--- src/rtl/osc_freq_meter_if.sv ---
// Control and result bundle between an oscillator-check consumer and osc_freq_meter.
// The master issues start/continuous and limits; the slave (meter) returns status and results.
interface osc_freq_meter_if #(
  parameter int CW = 16
);
  logic          start;
  logic          continuous;
  logic [CW-1:0] lo_limit;
  logic [CW-1:0] hi_limit;
  logic          busy;
  logic [CW-1:0] count;
  logic          valid;
  logic          overflow;
  logic          in_range;

  modport master (
    output start, continuous, lo_limit, hi_limit,
    input  busy, count, valid, overflow, in_range
  );

  modport slave (
    input  start, continuous, lo_limit, hi_limit,
    output busy, count, valid, overflow, in_range
  );
endinterface

--- src/rtl/osc_freq_meter.sv ---
// Counts rising edges of an async slow signal over GATE_CYCLES clk cycles, reports count/overflow/in_range.
// Latency: result valid GATE_CYCLES+1 cycles after start; no backpressure, results hold until the next valid.
module osc_freq_meter #(
  parameter int GATE_CYCLES = 27000,
  parameter int CW          = 16
) (
  input  logic           clk,
  input  logic           rst,
  input  logic           sig_in,
  osc_freq_meter_if.slave mif
);
  localparam int GW = (GATE_CYCLES > 2) ? $clog2(GATE_CYCLES) : 1;
  localparam logic [GW-1:0] GATE_LAST = GW'(GATE_CYCLES - 1);

  localparam logic [1:0] IDLE = 2'd0;
  localparam logic [1:0] GATE = 2'd1;
  localparam logic [1:0] DONE = 2'd2;

  logic [1:0]    state;
  logic          s1, s2, s3;
  logic          sig_edge;
  logic [GW-1:0] gate_cnt;
  logic [CW-1:0] edge_cnt;
  logic          ovf;
  logic [CW-1:0] count_q;
  logic          valid_q;
  logic          overflow_q;
  logic          in_range_q;

  // s1/s2 form the synchronizer; s3 only delays s2 for edge detection
  assign sig_edge     = s2 & ~s3;
  assign mif.busy     = (state != IDLE);
  assign mif.count    = count_q;
  assign mif.valid    = valid_q;
  assign mif.overflow = overflow_q;
  assign mif.in_range = in_range_q;

  always_ff @(posedge clk) begin
    if (rst) begin
      state      <= IDLE;
      s1         <= 1'b0;
      s2         <= 1'b0;
      s3         <= 1'b0;
      gate_cnt   <= '0;
      edge_cnt   <= '0;
      ovf        <= 1'b0;
      count_q    <= '0;
      valid_q    <= 1'b0;
      overflow_q <= 1'b0;
      in_range_q <= 1'b0;
    end else begin
      s1      <= sig_in;
      s2      <= s1;
      s3      <= s2;
      valid_q <= 1'b0;
      case (state)
        IDLE: begin
          if (mif.start || mif.continuous) begin
            state    <= GATE;
            gate_cnt <= '0;
            edge_cnt <= '0;
            ovf      <= 1'b0;
          end
        end
        GATE: begin
          gate_cnt <= gate_cnt + GW'(1);
          if (sig_edge) begin
            if (&edge_cnt) ovf <= 1'b1;
            else           edge_cnt <= edge_cnt + CW'(1);
          end
          if (gate_cnt == GATE_LAST) state <= DONE;
        end
        DONE: begin
          // Edges seen in this cycle are deliberately dropped: one dead cycle per window
          count_q    <= edge_cnt;
          overflow_q <= ovf;
          in_range_q <= (mif.lo_limit <= edge_cnt) && (edge_cnt <= mif.hi_limit);
          valid_q    <= 1'b1;
          if (mif.continuous) begin
            state    <= GATE;
            gate_cnt <= '0;
            edge_cnt <= '0;
            ovf      <= 1'b0;
          end else begin
            state <= IDLE;
          end
        end
        default: state <= IDLE;
      endcase
    end
  end
endmodule
--- src/flat_wrapper.sv ---
// flat-port wrapper written by rule: the top's interface ports become plain ports
module osc_freq_meter_flat 
#(
  parameter int GATE_CYCLES = 27000,
  parameter int CW          = 16
)
  (clk, rst, sig_in, mif_start, mif_continuous, mif_lo_limit, mif_hi_limit, mif_busy, mif_count, mif_valid, mif_overflow, mif_in_range);
  osc_freq_meter_if #(.CW(CW)) mif_i ();
  input  logic clk;
  input  logic rst;
  input  logic sig_in;
  input wire logic [$bits(mif_i.start)-1:0] mif_start;
  input wire logic [$bits(mif_i.continuous)-1:0] mif_continuous;
  input wire logic [$bits(mif_i.lo_limit)-1:0] mif_lo_limit;
  input wire logic [$bits(mif_i.hi_limit)-1:0] mif_hi_limit;
  output wire logic [$bits(mif_i.busy)-1:0] mif_busy;
  output wire logic [$bits(mif_i.count)-1:0] mif_count;
  output wire logic [$bits(mif_i.valid)-1:0] mif_valid;
  output wire logic [$bits(mif_i.overflow)-1:0] mif_overflow;
  output wire logic [$bits(mif_i.in_range)-1:0] mif_in_range;
  assign mif_i.start = mif_start;
  assign mif_i.continuous = mif_continuous;
  assign mif_i.lo_limit = mif_lo_limit;
  assign mif_i.hi_limit = mif_hi_limit;
  assign mif_busy = mif_i.busy;
  assign mif_count = mif_i.count;
  assign mif_valid = mif_i.valid;
  assign mif_overflow = mif_i.overflow;
  assign mif_in_range = mif_i.in_range;
  osc_freq_meter #(.GATE_CYCLES(GATE_CYCLES), .CW(CW)) u_core (.clk(clk), .rst(rst), .sig_in(sig_in), .mif(mif_i));
endmodule
--- config.mk ---
export PLATFORM = sky130hd
export DESIGN_NAME = osc_freq_meter_flat
export DESIGN_NICKNAME = d
export VERILOG_FILES = /design/src/rtl/osc_freq_meter_if.sv /design/src/rtl/osc_freq_meter.sv /design/src/flat_wrapper.sv
export SDC_FILE = /design/constraint.sdc
export NUM_CORES = 1
export LEC_CHECK = 0
export BUFFER_PORTS_ARGS = -buffer_cell sky130_fd_sc_hd__buf_2
export CELL_PAD_IN_SITES_DETAIL_PLACEMENT = 1
export CELL_PAD_IN_SITES_GLOBAL_PLACEMENT = 2
export CORE_MARGIN = 2
export CORE_UTILIZATION = 27
export CTS_BUF_LIST = sky130_fd_sc_hd__clkbuf_4
export DETAILED_ROUTE_END_ITERATION = 10
export PLACE_DENSITY = 0.75
export SYNTH_ARGS = -nofsm -noshare
export SYNTH_HDL_FRONTEND = slang
export SYNTH_SLANG_ARGS = --single-unit
--- constraint.sdc ---
create_clock -name clk -period 2.53 [get_ports clk]
set_input_delay 0.1265 -clock clk [delete_from_list [all_inputs] [get_ports clk]]
set_output_delay 0.1265 -clock clk [all_outputs]
set_load 0.02 [all_outputs]
=== After elaboration in Yosys (flattened, before gate mapping) ===
Cells that the tools add are included.

* $add $sub $neg: 2
* Magnitude comparators: 2
* Eq/ne operators: 9
* Muxes and demuxes: 18
* Bitwise logic cells: 2
* Reduce and logical (&&, ||, !) cells: 10

{| class="wikitable"
|+ Operator list
! kind !! number
|-
| $mux 16 || 4
|-
| $pmux 16 s3 || 1
|-
| $pmux 15 s3 || 1
|-
| $le 16x16->1 || 2
|-
| $mux 15 || 2
|-
| $add 16x1->16 const B || 1
|-
| $reduce_and 16->1 || 1
|-
| $add 15x1->15 const B || 1
|-
| $eq 15x15->1 const B || 1
|-
| $reduce_and 5->1 || 2
|-
| $ne 2x1->1 const B || 4
|-
| $mux 1 || 6
|-
| $pmux 2 s3 || 1
|-
| $mux 2 || 2
|-
| $ne 2x2->1 const B || 2
|-
| $pmux 1 s3 || 1
|-
| $reduce_and 3->1 || 1
|-
| $reduce_bool 3->1 || 1
|-
| $eq 2x1->1 const B || 1
|-
| $eq 2x2->1 const B || 1
|-
| $logic_not 2->1 || 1
|-
| $reduce_and 2->1 || 1
|-
| $reduce_bool 2->1 || 1
|-
| $and 1x1->1 || 1
|-
| other kinds (3) || 3
|}

* Flip-flop bits (word level): 56
* Input bits: 37
* Output and inout port bits: 20
* Logic and storage cells: 54

=== Depth between registers and ports, before layout ===
Gate-level depths: netlist of run 1.

* Word-level depth: 4
* Gate-level depth with buffers: 7
* Gate-level depth less buffers: 7

=== Worst setup path before layout of run 1 ===
No wires, ideal clock.

* Path kind: flip-flop to flip-flop
* Start point: reg u_core.edge_cnt[0]
* End point: reg u_core.edge_cnt[1]
* Library setup time: 134 ps
* Arrival: 1,759 ps
* Data required time: 2,396 ps
* Path slack: 637 ps
* Cell stages (with the launch flop): 8
* Buffers on the path: 1
* Clock period less this slack: 1,893 ps
* Cell sequence: dfxtp_1 > ha_1 > and3_1 > or4b_4 > a21oi_4 > buf_6 > nand3b_1 > a21oi_1

* Longest elaborated chain between the ends: 4
* Elaborated cells between the ends (all ways): 7
* Classes of those cells: add/sub (1); eq/ne (1); mux (3); reduce/logical (2)

{| class="wikitable"
|+ Ends and longest elaborated chain
! what !! RTL line !! RTL
|-
| start: declaration || osc_freq_meter.sv:23 || <nowiki>logic [CW-1:0] edge_cnt;</nowiki>
|-
| start signal: assignment || osc_freq_meter.sv:69 || <nowiki>else edge_cnt <= edge_cnt + CW'(1);</nowiki>
|-
| $add 16x1->16 || osc_freq_meter.sv:69 ||
|-
| $mux 16 || osc_freq_meter.sv:68 || <nowiki>if (&edge_cnt) ovf <= 1'b1;</nowiki>
|-
| $mux 16 || osc_freq_meter.sv:67 || <nowiki>if (sig_edge) begin</nowiki>
|-
| $pmux 16 s3 || osc_freq_meter.sv:56 || <nowiki>case (state)</nowiki>
|}

Parallel ways exist; a longest one is shown, timed or not. The select of a mux whose other input is x is not followed.
A chain may end at the register's enable or synchronous reset.

=== Final worst setup path of run 1 ===
* Start point: reg u_core.edge_cnt[7]
* End point: reg u_core.edge_cnt[4]

* Longest elaborated chain between the ends: 3

{| class="wikitable"
|+ Ends and longest elaborated chain
! what !! RTL line
|-
| $reduce_and 16->1 || osc_freq_meter.sv:68
|-
| $ne 2x2->1 (no source line) || --
|-
| $reduce_and 5->1 (no source line) || --
|}

No other way between the ends.

==> metrics.csv, run 1 <==
stage,metric,value,unit
run_status,status,"complete, no violations",
job,max_cap viols,0,
floorplanning,Initial Util,27.39,%
logic_synthesis,Post-Syn Nets,470,
power,Int Pwr,1092,uW
power,Comb power frac,11.9,%
sta,Max Freq,0.4585,GHz
placed_design,PortBufs,56,
sta,Final min period,2.181,ns
power,Leak,0.001517,uW
global_route,first-pass GRT wire length,15840,um
clock_network,Post CTS Setup Buffer Count,0,
clock_network,Post-CTS Hold Buffers,1,
floorplanning,core area,11910,sq um
finish,fraction of layout cells with a size suffix above 1,19.91,%
global_route,Congestion Overflow GR,0,
logic_synthesis,ys async rst share,0,%
detailed_routing,DR WL/cell,15.85,um
logic_synthesis,Synth top area share,34.36,%
finish,Layout Cells excl Fill,610,
logic_synthesis,yosys warns,0,
worst_setup_path,startpoint types,flop,
logic_synthesis,Synth area leaders,"dfxtp_1 (34%), ha_1 (13%), nand2_1 (6.4%)",
worst_setup_path,Critical Path Max Stage Delay,0.63,ns
clock_network,Max Buffers Root-to-Sink,2,
finish,Layout area overhead,16.87,%
sta,"Slew Viols, Final",0,
sta,part of the cycle the worst path needs,86.21,%
worst_setup_path,CP Class,reg2reg,
sta,slew margin rel.,56.88,%
sta,Worst Skew,0.01285,ns
logic_synthesis,prevailing post-synth register cell,dfxtp_1,
sta,Final Hold Vio Count,0,
power,Net Switching,445.6,uW
floorplanning,IO Count,57,
worst_setup_path,crit path cell chain,"nand4_1, or4b_4, a21oi_4, buf_4, or3_1, a21oi_2",
placed_design,Placed Cells,600,
power,VDD IR max,0.1900,mV
detailed_routing,Residual DRC,0,
global_route,met2 usage,26.27,%
power,pwr dens,403.1,nW/um^2
global_route,largest net degree at the start of global routing,31,
worst_setup_path,CP Max Fanout,20,
clock_network,root buffer cell,clkbuf_4,
power,Tot Pwr,1537,uW
finish,number of fill cells in the layout,1484,
worst_setup_path,CP required,2.82,ns
worst_setup_path,CP max-delay cell,or4b_4,
global_route,routing usage on met3,1.594,%
global_route,met1 Use GR,21.00,%
detailed_routing,DR vias,3010,
logic_synthesis,post-synth top area cell,dfxtp_1,
clock_network,clock sink count,56,
logic_synthesis,register area share after synthesis,34.36,%
logic_synthesis,Gate Count Post-Synth,399,
logic_synthesis,"EDFF count, synth",0,
placed_design,gpl congestion,0.8028,
logic_synthesis,syn_area_per_cell,8.178,sq um
sta,final setup fails,0,
sta,worst slew pin tran,0.6455,ns
logic_synthesis,Post-Syn Area,3263,sq um
clock_network,"Clk pin slew, worst setup/hold paths",0.19,ns
power,clock power share,29.5,%
floorplanning,die width,113.9,um
logic_synthesis,synth unique cells,54,
clock_network,clock latency on the worst-skew pair,0.40,ns
logic_synthesis,Yosys reg bits,56,
floorplanning,die area,12980,sq um
worst_setup_path,crit path DAT,2.47,ns
detailed_routing,drt total wl,9670,um
detailed_routing,Routed Antenna Nets,0,
clock_network,post-CTS sizing,0,
sta,unrepaired setup endpoints after global routing,false,
global_route,GRT Total Usage,15.38,%
sta,Setup TNS,0,ns
detailed_routing,DR iter-0 viols,168,
finish,final core occ,32.02,%
floorplanning,Rows,40,
clock_network,cts bufs inserted,5,
finish,Final nets,532,
worst_hold_path,Hold Crit Class,in2reg,
clock_network,CTS tree,done,
power,Sequential Power Share,58.6,%
power,Sw Ratio,28.99,%
global_route,vias in the first global route,3102,
worst_setup_path,"Buf+Inv Stages, Crit Path",1,
global_route,antenna violations before repair,0,
clock_network,H-tree levels,2,
floorplanning,Die H,113.9,um
detailed_routing,DR pass1 iterations,4,
placed_design,HPWL Detailed,7601,um
worst_setup_path,CP top delay family,simple AND/OR/NAND/NOR gates,
detailed_routing,DR vias/cell,4.934,
global_route,busiest grt layer,met2,
worst_setup_path,CP Capture Type,flop,
## flip-flops by register name, summed over array words and instances (netlist names)
register / cells
u_core.edge_cnt: 16
u_core.mif.count: 16
u_core.gate_cnt: 15
u_core.state: 2
u_core.mif.in_range: 1
u_core.mif.overflow: 1
u_core.mif.valid: 1
u_core.ovf: 1
u_core.s1: 1
u_core.s2: 1
u_core.s3: 1
## final cells by class
type / instances / area [sq um] / share of cell area (%)
diodes: 1 / 2.502 / 0.06562
multi-input cells: 293 / 1921 / 50.36
repair buffers: 70 / 387.9 / 10.17
flip-flops and latches: 56 / 1121 / 29.40
well taps: 147 / 183.9 / 4.823
clock inverters: 3 / 28.78 / 0.7546
inverters: 35 / 131.4 / 3.445
clock buffers: 5 / 37.54 / 0.9843
## power groups by stage
| stage | Sequential [uW] | Combinational (uW) | Clock, uW |
|---|---|---|---|
| 2_1_floorplan | 913 | 120 | 0 |
| 4_1_cts | 901 | 188 | 472 |
| 6_report | 900 | 184 | 454 |
| 5_1_grt | 902 | 209 | 505 |
| 3_3_place_gp | 918 | 179 | 0 |
| 3_5_place_dp | 918 | 186 | 0 |
## worst reg2reg max path, delay by kind of cell, from the launching register on
family | cells | cell delay (ns)
buffers and inverters | 1 | 0.23
and+or+nand+nor | 3 | 1.03
DFF | 1 | 0.60
AOI/OAI and AO/OA | 2 | 0.22
## path summary, 6_finish.rpt
| kind | startpoint | end | slack, ns | depth (start not counted) |
|---|---|---|---|---|
| worst min register to register | u_core.mif.count[1] | u_core.mif.count[1] | 0.46 | 2 |
| worst min-delay path | mif_continuous | u_core.state[0] | 0.18 | 3 |
| worst max-delay path | u_core.edge_cnt[7] | u_core.edge_cnt[4] | 0.35 | 6 |
| worst max register to register | u_core.edge_cnt[7] | u_core.edge_cnt[4] | 0.35 | 6 |
## kinds of logic (layout without fill, tap and decap cells)
group	count (synthesis)	count (layout)	share of synthesized area [%]
buffers and inverters	50	113	6.787
AO/OA/AOI/OAI	84	84	16.95
AND/OR/NAND/NOR	162	162	25.38
flip-flops	56	56	34.36
adder cells (fa/ha/maj)	34	34	13.04
XOR/XNOR	13	13	3.489
other	0	1	0
## metal layers
metal | part of all wire, % | wire [um] | up-vias
met5 | 0 | 0 | -
met4 | 1.0 | 97 | 0
met3 | 2.5 | 241 | 8
met2 | 47 | 4563 | 40
met1 | 49 | 4768 | 1441
li1 | - | - | 1521
## cell usage in the layout, fill, tap and decap left out, types with 2 or more instances in the layout
| cell | instances |
|---|---|
| a21o_1 | 4 |
| a21oi_1 | 39 |
| a21oi_2 | 8 |
| and3_1 | 5 |
| buf_2 | 56 |
| buf_4 | 13 |
| clkbuf_4 | 5 |
| dfxtp_1 | 56 |
| ha_1 | 34 |
| inv_1 | 35 |
| inv_6 | 2 |
| nand2_1 | 56 |
| nand2b_1 | 5 |
| nand3_1 | 10 |
| nand4_1 | 19 |
| nor2_1 | 23 |
| nor2b_1 | 8 |
| nor3_1 | 8 |
| o211ai_1 | 4 |
| o21ai_0 | 4 |
| o21ai_1 | 7 |
| o31ai_1 | 3 |
| or3_1 | 9 |
| or4_1 | 6 |
| xnor2_1 | 7 |
| xor2_1 | 6 |
## synth_stat cells, types with 5 or more instances
| library cell | number |
|---|---|
| nor2_1 | 23 |
| or3_1 | 9 |
| nand2b_1 | 5 |
| or4_1 | 6 |
| nand3_1 | 10 |
| inv_1 | 35 |
| ha_1 | 34 |
| xor2_1 | 6 |
| dfxtp_1 | 56 |
| and3_1 | 5 |
| a21oi_1 | 39 |
| nand4_1 | 19 |
| nand2_1 | 56 |
| a21oi_2 | 8 |
| o21ai_1 | 7 |
| nor2b_1 | 8 |
| clkbuf_1 | 5 |
| xnor2_1 | 7 |
| nor3_1 | 8 |
## through the flow
stage	instance area (sq um)	setup slack (ns)	hold WS, ns
after floorplan	3263	0.6374	0.2547
after global placement	3735	0.3838	0.3459
after detailed placement	3735	0.3670	0.3412
after CTS	3811	0.3311	0.1660
after global routing	3811	0.1738	0.1839
final	3814	0.3489	0.1834
No activity file was read; power rests on OpenSTA's default activity.
==> run 2, diff against run 1 <==
CELL_PAD_IN_SITES_DETAIL_PLACEMENT = unset   (was 1)
CELL_PAD_IN_SITES_GLOBAL_PLACEMENT = unset   (was 2)
PLACE_DENSITY = 0.52   (was 0.75)
==> run 2 against run 1 <==
First-iteration DRC count down 17%; worst hold slack lost 0.010 ns; clock skew fell by 0.0014 ns; combinational power fell by 5%; via count down 1.8%; utilization is 0.095 points lower; sequential power about the same; largest power group unchanged; flip-flop and latch count unchanged.
==> metrics.csv, run 2 (synthesis results as in run 1) <==
stage,metric,value,unit,change
worst_hold_path,Hold Path End,u_core.state[0],,unchanged
global_route,first-pass GRT wire length,13880,um,"was 15,840 um"
worst_hold_path,hold path depth,3,,unchanged
finish,Multi-input gate area,1921,sq um,unchanged
finish,Layout area overhead,16.53,%,was 16.87%
clock_network,clock sink count,56,,unchanged
floorplanning,Die H,113.9,um,unchanged
sta,Setup TNS,0,ns,unchanged
sta,worst slew pin tran,0.6052,ns,was 0.6455 ns
placed_design,Placed Area,3705,sq um,was 3735 sq um
detailed_routing,Residual DRC,0,,unchanged
sta,part of the cycle the worst path needs,84.19,%,was 86.21%
worst_setup_path,CP Max Fanout,16,,was 20
placed_design,HPWL Detailed,6598,um,was 7601 um
finish,Layout Cells excl Fill,605,,was 610
worst_setup_path,crit path cell chain,"ha_1, and3_1, or4b_4, a21oi_4, buf_4, or3_1, a21oi_2",,"was nand4_1, or4b_4, a21oi_4, buf_4, or3_1, a21oi_2"
placed_design,gpl congestion,0.8269,,was 0.8028
floorplanning,Rows,40,,unchanged
worst_setup_path,CP Capture Type,flop,,unchanged
sta,setup slack after layout,0.4001,ns,was 0.3489 ns
floorplanning,core area,11910,sq um,unchanged
job,max_cap viols,0,,unchanged
worst_setup_path,Worst R2R End,u_core.edge_cnt[3],,was u_core.edge_cnt[4]
sta,unrepaired setup endpoints after global routing,false,,unchanged
clock_network,CTS tree,done,,unchanged
clock_network,Max Buffers Root-to-Sink,2,,unchanged
worst_setup_path,"Buf+Inv Stages, Crit Path",1,,unchanged
finish,Final nets,528,,was 532
sta,slew margin rel.,59.58,%,was 56.88%
sta,Final Hold Vio Count,0,,unchanged
placed_design,PortBufs,56,,unchanged
sta,Worst Skew,0.01143,ns,was 0.01285 ns
worst_hold_path,worst hold start,mif_continuous,,unchanged
sta,"Slew Viols, Final",0,,unchanged
sta,final setup fails,0,,unchanged
sta,Final min period,2.130,ns,was 2.181 ns
floorplanning,die width,113.9,um,unchanged
placed_design,Place WS,0.4296,ns,was 0.3670 ns
detailed_routing,DR vias,2956,,"was 3,010"
clock_network,post-CTS sizing,0,,unchanged
floorplanning,IO Count,57,,unchanged
run_status,status,"complete, no violations",,unchanged
detailed_routing,drt total wl,8515,um,was 9670 um
clock_network,"Clk pin slew, worst setup/hold paths",0.17,ns,was 0.19 ns
power,VDD IR max,0.1885,mV,was 0.1900 mV
floorplanning,Initial Util,27.39,%,unchanged
worst_hold_path,Hold Crit Class,in2reg,,unchanged
power,pwr dens,423.0,nW/um^2,was 403.1 nW/um^2
global_route,largest net degree at the start of global routing,32,,was 31
detailed_routing,DR WL/cell,14.07,um,was 15.85 um
clock_network,clock latency on the worst-skew pair,0.39,ns,was 0.40 ns
detailed_routing,DR iter-0 viols,139,,was 168
worst_setup_path,crit path DAT,2.43,ns,was 2.47 ns
worst_setup_path,R2R setup slack,0.40,ns,was 0.35 ns
worst_setup_path,CP max-delay cell,dfxtp_1,,was or4b_4
placed_design,Placed Cells,596,,was 600
worst_setup_path,cells on worst reg2reg path,7,,was 6
global_route,vias in the first global route,2830,,"was 3,102"
power,Leak,0.001507,uW,was 0.001517 uW
finish,fraction of layout cells with a size suffix above 1,19.21,%,was 19.91%
clock_network,root buffer cell,clkbuf_4,,unchanged
worst_setup_path,CP required,2.83,ns,was 2.82 ns
finish,Finished Cell Area,3802,sq um,was 3814 sq um
global_route,Congestion Overflow GR,0,,unchanged
detailed_routing,DR vias/cell,4.886,,was 4.934
worst_setup_path,CP top delay family,simple AND/OR/NAND/NOR gates,,unchanged
worst_setup_path,startpoint types,flop,,unchanged
finish,number of fill cells in the layout,1275,,"was 1,484"
finish,antenna cells,0,,was 1
global_route,antenna violations before repair,1,,was 0
finish,"commonest cells after routing, fill and taps aside","nand2_1 (56), buf_2 (56), dfxtp_1 (56), a21oi_1 (39), inv_1 (35)",,unchanged
floorplanning,die area,12980,sq um,unchanged
sta,Max Freq,0.4695,GHz,was 0.4585 GHz
detailed_routing,DR pass1 iterations,4,,unchanged
global_route,GRT Total Usage,13.32,%,was 15.38%
worst_setup_path,worst r2r src,u_core.edge_cnt[0],,was u_core.edge_cnt[7]
detailed_routing,Routed Antenna Nets,0,,unchanged
finish,Reg area,1121,sq um,unchanged
worst_setup_path,Critical Path Max Stage Delay,0.53,ns,was 0.63 ns
clock_network,H-tree levels,2,,unchanged
clock_network,cts bufs inserted,5,,unchanged
worst_setup_path,CP Class,reg2reg,,unchanged
-- run 2: cell count changes in the layout (fill, tap and decap cells not counted), sizes merged --
cell / delta
buf: -4
bufinv: +1
diode: -1
inv: -1
-- run 2: how the worst max path moves through the flow --
| stage | startpoint | endpoint | slack, ns | cells after the start |
|---|---|---|---|---|
| after detailed placement | u_core.edge_cnt[0] | u_core.edge_cnt[11] | 0.43 | 7 |
| final | u_core.edge_cnt[0] | u_core.edge_cnt[3] | 0.40 | 7 |
| after global routing | u_core.edge_cnt[0] | u_core.edge_cnt[11] | 0.23 | 7 |
| after global placement | u_core.edge_cnt[0] | u_core.edge_cnt[4] | 0.45 | 7 |
| after floorplan | u_core.edge_cnt[0] | u_core.edge_cnt[1] | 0.64 | 7 |
| after CTS | u_core.edge_cnt[0] | u_core.edge_cnt[3] | 0.39 | 7 |
-- run 2: power by group --
group	switching (uW)	internal (uW)	total [uW]
clock network	315	219	534
logic	100	74.0	174
registers	9.92	890	900
total	425	1180	1610
-- run 2: tightest hold or removal path, cell delays in order --
cell and delay, ns:
buf_2 0.12, nand2b_1 0.20, a21oi_1 0.10
-- run 2: layout make-up --
class / instances / area share, %
multi-input combinational: 293 / 50.51
sequential: 56 / 29.48
timing repair buffer: 66 / 9.411
tap: 147 / 4.837
inverter: 35 / 3.455
clock inverter: 3 / 1.316
clock buffer: 5 / 0.9872
-- run 2: routing by layer --
metal / track usage [%] / vias up / wire [um]
li1: - / 1516 / -
met1: 16.77 / 1385 / 3888
met2: 23.77 / 45 / 4183
met3: 2.019 / 8 / 327
met4: 3.333 / 2 / 108
met5: 0 / - / 7
-- run 2: per-stage QoR --
stage	util, %	hold slack [ns]	power (uW)
6_report	31.92	0.1734	1609
3_5_place_dp	31.10	0.3527	1093
2_1_floorplan	-	0.2547	1033
3_3_place_gp	31.10	0.3538	1088
5_1_grt	31.92	0.1559	1696
4_1_cts	31.92	0.1514	1630
-- run 2: what timing repair did --
item | CTS | global route
hold endpoints to repair | 1 | 0
setup buffers | 0 | 0
hold buffers | 1 | 0
==> run 3, diff against run 2 <==
PLACE_DENSITY = 0.54   (was 0.52)
clock period = 1.8 ns   (was 2.53 ns; I/O delays follow)
==> run 3 against run 2 <==
The run now ends with negative setup slack left; clock skew increased by 0.0060 ns; worst hold slack worse by 0.051 ns; global-route usage grew 0.58 points; non-clock buffer count grew 48; first-iteration DRC count down 0.72%; utilization increased by 3.8 points; maximum frequency is 14% higher.
==> metrics.csv, run 3 (synthesis results as in run 1) <==
stage,metric,value,unit,change
global_route,GRT Total Usage,13.89,%,was 13.32%
sta,worst slew pin tran,0.3764,ns,was 0.6052 ns
worst_setup_path,startpoint types,flop,,unchanged
floorplanning,die area,12980,sq um,unchanged
worst_setup_path,Critical Path Max Stage Delay,0.50,ns,was 0.53 ns
finish,Final nets,576,,was 528
placed_design,HPWL Detailed,7222,um,was 6598 um
worst_setup_path,crit path DAT,2.19,ns,was 2.43 ns
finish,"commonest non-fill, non-tap cell in the layout",buf_2,,
clock_network,"Clk pin slew, worst setup/hold paths",0.17,ns,about the same
sta,unrepaired setup endpoints after global routing,true,,was false
run_status,status,"complete, but fails checks",,"was complete, no violations"
worst_setup_path,crit path cell chain,"inv_1, ha_1, nand4_1, or4_1, a21o_1, a32oi_1",,"was ha_1, and3_1, or4b_4, a21oi_4, buf_4, or3_1, a21oi_2"
power,pwr dens,513.5,nW/um^2,was 423.0 nW/um^2
clock_network,Max Buffers Root-to-Sink,2,,unchanged
floorplanning,core area,11910,sq um,unchanged
power,Tot Pwr,2187,uW,was 1609 uW
placed_design,gpl congestion,0.8545,,was 0.8269
detailed_routing,DR vias/cell,4.786,,was 4.886
finish,"commonest cells after routing, fill and taps aside","buf_2 (56), nand2_1 (55), buf_4 (54), dfxtp_1 (48), a21oi_1 (37)",,"was nand2_1 (56), buf_2 (56), dfxtp_1 (56), a21oi_1 (39), inv_1 (35)"
worst_setup_path,"Buf+Inv Stages, Crit Path",1,,unchanged
worst_hold_path,Hold Path End,u_core.mif.in_range,,was u_core.state[0]
sta,Max Freq,0.5342,GHz,was 0.4695 GHz
detailed_routing,Residual DRC,0,,unchanged
placed_design,Placed Area,4063,sq um,was 3705 sq um
worst_setup_path,CP max-delay cell,or4_1,,was dfxtp_1
clock_network,H-tree levels,2,,unchanged
finish,Finished Cell Area,4259,sq um,was 3802 sq um
floorplanning,die width,113.9,um,unchanged
clock_network,clock sink count,56,,unchanged
detailed_routing,DR pass1 iterations,4,,unchanged
run_status,failing checks,negative setup slack,,
job,max_cap viols,0,,unchanged
finish,fraction of layout cells with a size suffix above 1,31.23,%,was 19.21%
worst_setup_path,CP required,2.12,ns,was 2.83 ns
floorplanning,Rows,40,,unchanged
clock_network,clock latency on the worst-skew pair,0.39,ns,about the same
detailed_routing,DR iter-0 viols,138,,was 139
power,Leak,0.001752,uW,was 0.001507 uW
worst_setup_path,CP top delay family,simple AND/OR/NAND/NOR gates,,unchanged
finish,Layout Cells excl Fill,653,,was 605
global_route,vias in the first global route,3013,,"was 2,830"
worst_setup_path,R2R setup slack,-0.07,ns,was 0.40 ns
sta,Worst Skew,0.01741,ns,was 0.01143 ns
sta,slew margin rel.,74.72,%,was 59.58%
detailed_routing,DR vias,3125,,"was 2,956"
worst_hold_path,hold path depth,4,,was 3
global_route,first-pass GRT wire length,14630,um,"was 13,880 um"
sta,part of the cycle the worst path needs,104.0,%,was 84.19%
detailed_routing,DR WL/cell,13.94,um,was 14.07 um
clock_network,root buffer cell,clkbuf_4,,unchanged
detailed_routing,Routed Antenna Nets,0,,unchanged
sta,Setup TNS,-0.5459,ns,was 0 ns
global_route,Congestion Overflow GR,0,,unchanged
finish,number of fill cells in the layout,1263,,"was 1,275"
placed_design,PortBufs,56,,unchanged
placed_design,Placed Cells,640,,was 596
worst_setup_path,Worst R2R End,u_core.mif.in_range,,was u_core.edge_cnt[3]
clock_network,CTS tree,done,,unchanged
sta,Final Hold Vio Count,0,,unchanged
sta,final setup fails,15,,was 0
sta,setup slack after layout,-0.07205,ns,was 0.4001 ns
finish,final core occ,35.76,%,was 31.92%
finish,antenna cells,0,,unchanged
floorplanning,Die H,113.9,um,unchanged
worst_setup_path,cells on worst reg2reg path,6,,was 7
worst_hold_path,Hold Crit Class,in2reg,,unchanged
worst_setup_path,CP Class,reg2reg,,unchanged
floorplanning,IO Count,57,,unchanged
sta,Final min period,1.872,ns,was 2.130 ns
clock_network,cts bufs inserted,5,,unchanged
power,VDD IR max,0.2825,mV,was 0.1885 mV
worst_setup_path,CP Capture Type,flop,,unchanged
global_route,antenna violations before repair,0,,was 1
global_route,largest net degree at the start of global routing,30,,was 32
floorplanning,Initial Util,27.39,%,unchanged
worst_setup_path,worst r2r src,u_core.edge_cnt[7],,was u_core.edge_cnt[0]
sta,"Slew Viols, Final",0,,unchanged
worst_hold_path,worst hold start,rst,,was mif_continuous
worst_setup_path,CP Max Fanout,5,,was 16
finish,Layout area overhead,30.52,%,was 16.53%
detailed_routing,drt total wl,9101,um,was 8515 um
## run 3: cell types whose count changed in the layout (fill, tap and decap cells not counted), sizes merged
cell | before | now
buf | 65 | 112
bufinv | 1 | 0
clkbuf | 5 | 6
clkinv | 0 | 1
clkinvlp | 0 | 1
inv | 37 | 36
## run 3: cell type report
type                       instances  area (sq um)  share of cell area (%)
tap                              147         183.9                   4.318
clock buffer                       5         37.54                  0.8813
inverter                          35         131.4                   3.085
clock inverter                     3         27.53                  0.6463
sequential                        56          1136                   26.67
timing repair buffer             114         732.0                   17.19
multi-input combinational        293          2011                   47.21
## run 3: tightest hold or removal path, stage by stage
cell and delay (ns):
buf_2 0.16, a2111oi_0 0.08, o211ai_1 0.09, a32oi_1 0.05
## run 3: power by group
| group | internal [uW] | switching [uW] | total (uW) |
|---|---|---|---|
| registers | 1250 | 9.65 | 1260 |
| logic | 146 | 167 | 313 |
| clock network | 165 | 449 | 614 |
## run 3: worst max-delay path by stage
stage / slack [ns] / cells past startpoint / endpoint / from
final: -0.07 / 6 / u_core.mif.in_range / u_core.edge_cnt[7]
after global routing: -0.14 / 7 / u_core.edge_cnt[11] / u_core.edge_cnt[1]
after CTS: -0.08 / 7 / u_core.edge_cnt[11] / u_core.edge_cnt[1]
after detailed placement: -0.07 / 6 / u_core.mif.in_range / u_core.edge_cnt[13]
after global placement: -0.07 / 6 / u_core.mif.in_range / u_core.edge_cnt[14]
after floorplan: 0.002 / 7 / u_core.edge_cnt[1] / u_core.edge_cnt[1]
## run 3: layer usage
layer  wire length, um  global-route usage [%]  vias to the layer above
li1                  -                       -                     1619
met1              4119                   18.00                     1445
met4                60                   2.683                        0
met5                 0                       0                        -
met2              4616                   24.96                       57
met3               304                   1.594                        4
## run 3: through the flow
stage	hold slack, ns	setup WS (ns)
global route	0.1236	-0.1370
global placement	0.3167	-0.07199
finish	0.1227	-0.07205
CTS	0.1058	-0.08489
detailed placement	0.3154	-0.07317
floorplan	0.2182	0.002346
## run 3: timing repair
item,CTS,global route
pin swaps,2,4
endpoints found under the hold margin,1,0
setup endpoints to repair,15,22
gates resized for setup,8,17
setup buffers,1,3
hold buffers,1,0
